File: src/rtl/reg_writeback_if.sv
// Write-back request and register-file read-port bundle between the
// datapath control and the reg_writeback stage.
interface reg_writeback_if #(
    parameter int DATA_W = 8,
    parameter int ADDR_W = 2
) ();
    logic              regWrite;
    logic              memToReg;
    logic [ADDR_W-1:0] writeReg;
    logic [DATA_W-1:0] aluResult;
    logic [DATA_W-1:0] memData;
    logic [ADDR_W-1:0] readReg1;
    logic [ADDR_W-1:0] readReg2;
    logic [DATA_W-1:0] readData1;
    logic [DATA_W-1:0] readData2;
    logic              wbPending;
    logic [DATA_W-1:0] wbData;

    modport master (
        output regWrite, memToReg, writeReg, aluResult, memData, readReg1, readReg2,
        input  readData1, readData2, wbPending, wbData
    );

    modport slave (
        input  regWrite, memToReg, writeReg, aluResult, memData, readReg1, readReg2,
        output readData1, readData2, wbPending, wbData
    );
endinterface

File: src/rtl/reg_writeback.sv
// Write-back pipeline register plus 4-entry register file with r0 hardwired
// to zero and a bypass from the pending write onto both read ports.
module reg_writeback #(
    parameter int DATA_W = 8,
    parameter int NREG   = 4,
    parameter int ADDR_W = 2
) (
    input  logic            clk,
    input  logic            rst_n,
    reg_writeback_if.slave  wb
);

    function automatic logic [DATA_W-1:0] sel_wb_value(
        input logic              mem_to_reg,
        input logic [DATA_W-1:0] alu_value,
        input logic [DATA_W-1:0] mem_value
    );
        logic [DATA_W-1:0] result;
        if (mem_to_reg) begin
            result = mem_value;
        end else begin
            result = alu_value;
        end
        return result;
    endfunction

    // Priority: r0 reads zero, then the pending write, then the array.
    function automatic logic [DATA_W-1:0] read_port(
        input logic [ADDR_W-1:0] read_addr,
        input logic              pending,
        input logic [ADDR_W-1:0] pend_addr,
        input logic [DATA_W-1:0] pend_data,
        input logic [DATA_W-1:0] array_data
    );
        logic [DATA_W-1:0] result;
        if (read_addr == '0) begin
            result = '0;
        end else if (pending && (pend_addr == read_addr)) begin
            result = pend_data;
        end else begin
            result = array_data;
        end
        return result;
    endfunction

    logic [DATA_W-1:0] regs_q [NREG];
    logic [DATA_W-1:0] regs_d [NREG];
    logic              wb_pending_q;
    logic              wb_pending_d;
    logic [ADDR_W-1:0] wb_addr_q;
    logic [ADDR_W-1:0] wb_addr_d;
    logic [DATA_W-1:0] wb_data_q;
    logic [DATA_W-1:0] wb_data_d;
    logic              capture_s;
    logic [DATA_W-1:0] read_data1_s;
    logic [DATA_W-1:0] read_data2_s;

    // Capture decision and next value of the write-back register.
    always_comb begin
        capture_s    = 1'b0;
        wb_pending_d = 1'b0;
        wb_addr_d    = wb_addr_q;
        wb_data_d    = wb_data_q;
        if (wb.regWrite && (wb.writeReg != '0)) begin
            capture_s    = 1'b1;
            wb_pending_d = 1'b1;
            wb_addr_d    = wb.writeReg;
            wb_data_d    = sel_wb_value(wb.memToReg, wb.aluResult, wb.memData);
        end else begin
            capture_s    = 1'b0;
            wb_pending_d = 1'b0;
        end
    end

    // Commit of the previously captured write into the array.
    always_comb begin
        regs_d = regs_q;
        if (wb_pending_q && (wb_addr_q != '0)) begin
            regs_d[wb_addr_q] = wb_data_q;
        end else begin
            regs_d = regs_q;
        end
    end

    // Write-back register state.
    always_ff @(posedge clk or negedge rst_n) begin
        if (!rst_n) begin
            wb_pending_q <= 1'b0;
            wb_addr_q    <= '0;
            wb_data_q    <= '0;
        end else begin
            wb_pending_q <= wb_pending_d;
            wb_addr_q    <= wb_addr_d;
            wb_data_q    <= wb_data_d;
        end
    end

    // Register array; reset clears committed contents too.
    always_ff @(posedge clk or negedge rst_n) begin
        if (!rst_n) begin
            for (int i = 0; i < NREG; i++) begin
                regs_q[i] <= '0;
            end
        end else begin
            for (int i = 0; i < NREG; i++) begin
                regs_q[i] <= regs_d[i];
            end
        end
    end

    // Read ports: only the read addresses are combinational inputs here.
    always_comb begin
        read_data1_s = read_port(wb.readReg1, wb_pending_q, wb_addr_q, wb_data_q,
                                 regs_q[wb.readReg1]);
        read_data2_s = read_port(wb.readReg2, wb_pending_q, wb_addr_q, wb_data_q,
                                 regs_q[wb.readReg2]);
    end

    assign wb.readData1 = read_data1_s;
    assign wb.readData2 = read_data2_s;
    assign wb.wbPending = wb_pending_q;
    assign wb.wbData    = wb_data_q;

    logic unused_s;
    assign unused_s = capture_s;

endmodule

File: src/flat_wrapper.sv
// flat-port wrapper written by rule: the top's interface ports become plain ports
module reg_writeback_flat 
#(
    parameter int DATA_W = 8,
    parameter int NREG   = 4,
    parameter int ADDR_W = 2
)
  (clk, rst_n, wb_regWrite, wb_memToReg, wb_writeReg, wb_aluResult, wb_memData, wb_readReg1, wb_readReg2, wb_readData1, wb_readData2, wb_wbPending, wb_wbData);
  reg_writeback_if #(.DATA_W(DATA_W), .ADDR_W(ADDR_W)) wb_i ();
  input  logic clk;
  input  logic rst_n;
  input wire logic [$bits(wb_i.regWrite)-1:0] wb_regWrite;
  input wire logic [$bits(wb_i.memToReg)-1:0] wb_memToReg;
  input wire logic [$bits(wb_i.writeReg)-1:0] wb_writeReg;
  input wire logic [$bits(wb_i.aluResult)-1:0] wb_aluResult;
  input wire logic [$bits(wb_i.memData)-1:0] wb_memData;
  input wire logic [$bits(wb_i.readReg1)-1:0] wb_readReg1;
  input wire logic [$bits(wb_i.readReg2)-1:0] wb_readReg2;
  output wire logic [$bits(wb_i.readData1)-1:0] wb_readData1;
  output wire logic [$bits(wb_i.readData2)-1:0] wb_readData2;
  output wire logic [$bits(wb_i.wbPending)-1:0] wb_wbPending;
  output wire logic [$bits(wb_i.wbData)-1:0] wb_wbData;
  assign wb_i.regWrite = wb_regWrite;
  assign wb_i.memToReg = wb_memToReg;
  assign wb_i.writeReg = wb_writeReg;
  assign wb_i.aluResult = wb_aluResult;
  assign wb_i.memData = wb_memData;
  assign wb_i.readReg1 = wb_readReg1;
  assign wb_i.readReg2 = wb_readReg2;
  assign wb_readData1 = wb_i.readData1;
  assign wb_readData2 = wb_i.readData2;
  assign wb_wbPending = wb_i.wbPending;
  assign wb_wbData = wb_i.wbData;
  reg_writeback #(.DATA_W(DATA_W), .NREG(NREG), .ADDR_W(ADDR_W)) u_core (.clk(clk), .rst_n(rst_n), .wb(wb_i));
endmodule
File: config.mk
export PLATFORM = sky130hd
export DESIGN_NAME = reg_writeback_flat
export DESIGN_NICKNAME = d
export VERILOG_FILES = /design/src/rtl/reg_writeback_if.sv /design/src/rtl/reg_writeback.sv /design/src/flat_wrapper.sv
export SDC_FILE = /design/constraint.sdc
export NUM_CORES = 1
export LEC_CHECK = 0
export CAP_MARGIN = 0
export CORE_ASPECT_RATIO = 0.5
export CORE_MARGIN = 4
export CORE_UTILIZATION = 43
export CTS_CLUSTER_SIZE = 24
export DETAILED_ROUTE_END_ITERATION = 7
export GPL_TIMING_DRIVEN = 0
export PLACE_DENSITY = 0.75
export SLEW_MARGIN = 5
export SYNTH_ARGS = -nofsm -noshare
export SYNTH_HDL_FRONTEND = slang
export SYNTH_SLANG_ARGS = --single-unit
File: constraint.sdc
create_clock -name clk -period 1.44 [get_ports clk]
set_input_delay 0.144 -clock clk [delete_from_list [all_inputs] [get_ports clk]]
set_output_delay 0.144 -clock clk [all_outputs]
set_load 0.03 [all_outputs]
==> flow_metrics.py <==
metrics = {
    "run_status": {
        "status": "complete, but fails checks",
        "violations": "setup timing",
    },
    "floorplan": {
        "dieArea_um2": 5600,
        "die_w_um": 102,
        "rows": 16,
        "initial_utilization_pct": 46.6,
        "dieHeight_um": 54.9,
        "core_area_um2": 4060,
        "boundaryPins": 51,
    },
    "clock_tree": {
        "clkTransAtPathRegs_ns": 0.08,
        "clkLatencyLatePin_ns": 0.30,
        "cts_buffer_depth": 2,
        "cts_tree": "built",
        "clk_root_buffer_cell": "clkbuf_8",
        "clock_sinks": 35,
        "h-tree-depth": 2,
        "numCtsBuffers": 5,
    },
    "global_routing": {
        "grt_max_degree": 36,
        "grt_use_total_pct": 19.9,
        "antenna_found_initial": 0,
        "grt_pass1_wl_um": 8270,
        "grt_overflow": 0,
        "grt_pass1_vias": 1681,
    },
    "worst_setup_path": {
        "cp.required_ns": 1.30,
        "crit_fanout": 6,
        "start_kind": "flip-flop",
        "path_class": "flip-flop to primary output",
        "cp.arrival_ns": 1.93,
        "end_kind": "primary output",
    },
    "placement": {
        "dpl.hpwl_um": 3750,
        "gp_congestion": 0.857,
        "dpl_cell_area_um2": 2460,
        "io_buffers": 47,
        "dp_slack_ns": -1.06,
    },
    "routing": {
        "antenna_left": 0,
        "drc": 0,
        "detail_route.wl_per_cell_um": 17.2,
        "drt_first_pass_iters": 7,
        "num_vias": 1774,
        "drt_iter0_drc": 167,
        "vias_per_cell": 5.72,
        "drt-total-wl_um": 5350,
    },
    "sta": {
        "min_period_over_period_pct": 144,
        "fmax_mhz": 483,
        "setup_viol": 20,
        "maxSlewHeadroom_pct": 47.3,
        "min_period_ns": 2.07,
        "final_max_slew_viol_count": 0,
        "skew_ns": 0.00705,
        "hold_violations": 0,
        "fin_ws_ns": -0.630,
        "rsz0062_at_grt": "yes",
        "worstMarginPinSlew_ns": 0.791,
    },
    "logic_synthesis": {
        "syn_nets": 216,
        "syn-cell-area_um2": 1890,
        "yosys_warnings": 0,
        "ys_ff_latch": 35,
        "avgSynthCellArea_um2": 9.97,
        "synth.distinct_cells": 21,
        "syn-instance-count": 190,
        "seq_area_frac_synth_pct": 46.2,
    },
    "finish": {
        "antenna_cells": 0,
        "drive_gt1_share_pct": 26.2,
        "post-route-util_pct": 65.4,
        "area_growth_pct": 40.4,
        "fin_nets": 281,
        "finalInstanceArea_um2": 2660,
    },
    "pwr": {
        "ir_worst_vdd_mv": 0.511,
        "power_density_nw_per_um2": 1350,
        "p_total_w": 0.00360,
        "leakage_nw": 1.26,
    },
    "worst_hold_path": {
        "holdCritPathClass": "input port to flip-flop",
    },
    "flow_run": {
        "cap_violations": 0,
    },
}
[power breakdown]
part           switching, W  leakage [nW]  total, W  internal [W]
sequential         0.000247         0.435   0.00149       0.00124
combinational      0.000739         0.773   0.00133      0.000596
clock              0.000384        0.0474  0.000774      0.000390
[per-layer routing]
metal,vias to the layer above,wire (um),global-route usage (%)
met3,10,528,4.38
met5,-,0,0
met4,0,93,7.63
met2,109,2320,31.9
li1,829,-,-
met1,826,2410,27.0
[timing repair]
| item | CTS | global route |
|---|---|---|
| hold endpoints to repair | 35 | 0 |
| setup buffers | 7 | 7 |
| gates resized for setup | 145 | 10 |
| hold buffers | 1 | 0 |
| pin swaps | 9 | 7 |
| setup endpoints to repair | 35 | 28 |
[kinds of logic after synthesis]
kind of cell              synth area share [%]
DFF                                       46.2
xor gates and xnor gates                  1.85
muxes                                     17.4
buffers and inverters                     6.47
and+or+nand+nor                           7.73
AOI/OAI and AO/OA                         20.3
[state kept, by name (all words and copies together), names as in the netlist]
name / count
u_core.wb_addr_q: 2
u_core.wb.wbPending: 1
u_core.wb.wbData: 8
u_core.regs_q: 24
[synth_stat cells]
cell | count | area (um^2)
inv_1 | 9 | 33.8
mux2i_1 | 24 | 240
clkbuf_2 | 1 | 5.00
buf_6 | 1 | 11.3
a31oi_1 | 1 | 6.26
dfrtp_1 | 35 | 876
nand2_1 | 30 | 113
nand3b_1 | 1 | 7.51
mux2_2 | 8 | 90.1
buf_2 | 4 | 20.0
clkinv_1 | 2 | 7.51
and3b_1 | 1 | 8.76
clkbuf_1 | 4 | 15.0
o21ai_1 | 1 | 5.00
xnor2_1 | 4 | 35.0
and3_1 | 2 | 12.5
a31oi_2 | 1 | 12.5
a222oi_1 | 16 | 160
o21ai_0 | 40 | 200
buf_4 | 4 | 30.0
nand3_1 | 1 | 5.00
[placed cells by master, fill, tap and decap left out, drive strengths merged]
cell	netlist	layout
o21ai	41	41
buf	9	37
dfrtp	35	35
nand2	30	30
mux2i	24	24
clkdlybuf4s50	0	21
a222oi	16	16
clkbuf	5	10
inv	9	9
dlygate4sd2	0	9
mux2	8	8
xnor2	4	4
clkinv	2	3
and3	2	2
a31oi	2	2
and3b	1	1
nand3	1	1
nand3b	1	1
clkinvlp	0	1
dlygate4sd3	0	1
[cell type report]
| class | count | area [um^2] |
|---|---|---|
| fill | 317 | 1410 |
| multi-input combinational | 130 | 962 |
| buffer | 11 | 76.3 |
| inverter | 11 | 41.3 |
| clock buffer | 6 | 82.6 |
| tap | 54 | 67.6 |
| sequential | 35 | 880 |
| clock inverter | 2 | 16.3 |
| timing repair buffer | 61 | 533 |
[critical path, stage by stage, from the launching register on]
cell and delay [ns]:
dfrtp_2 0.45, and3b_1 0.24, buf_6 0.12, buf_6 0.12, buf_6 0.11, o21ai_2 0.04
a222oi_1 0.32, buf_4 0.23
[per-stage QoR]
| stage | cells | hold WS (ns) | TNS, ns |
|---|---|---|---|
| final | 310 | 0.295 | -8.67 |
| after detailed placement | 291 | 0.263 | -18.28 |
| after global routing | 310 | 0.319 | -10.57 |
| after CTS | 305 | 0.299 | -8.64 |
| after global placement | 291 | 0.482 | -33.55 |
| after floorplan | 190 | -0.152 | -8.06 |
[path summary, 6_finish.rpt]
| check | startpoint | to | slack (ns) | cells past startpoint |
|---|---|---|---|---|
| max in group asynchronous | rst_n | u_core.wb.wbPending | 0.43 | 2 |
| min reg2reg | u_core.regs_q[4] | u_core.regs_q[4] | 0.51 | 2 |
| max reg2reg | u_core.wb_addr_q[1] | u_core.regs_q[12] | -0.04 | 5 |
| min in group asynchronous | rst_n | u_core.wb.wbData[0] | 0.47 | 2 |
| max | u_core.wb_addr_q[0] | wb_readData1[5] | -0.63 | 7 |
| min | wb_memToReg | u_core.wb.wbData[3] | 0.29 | 3 |
Power figures use the tool's default switching activity.
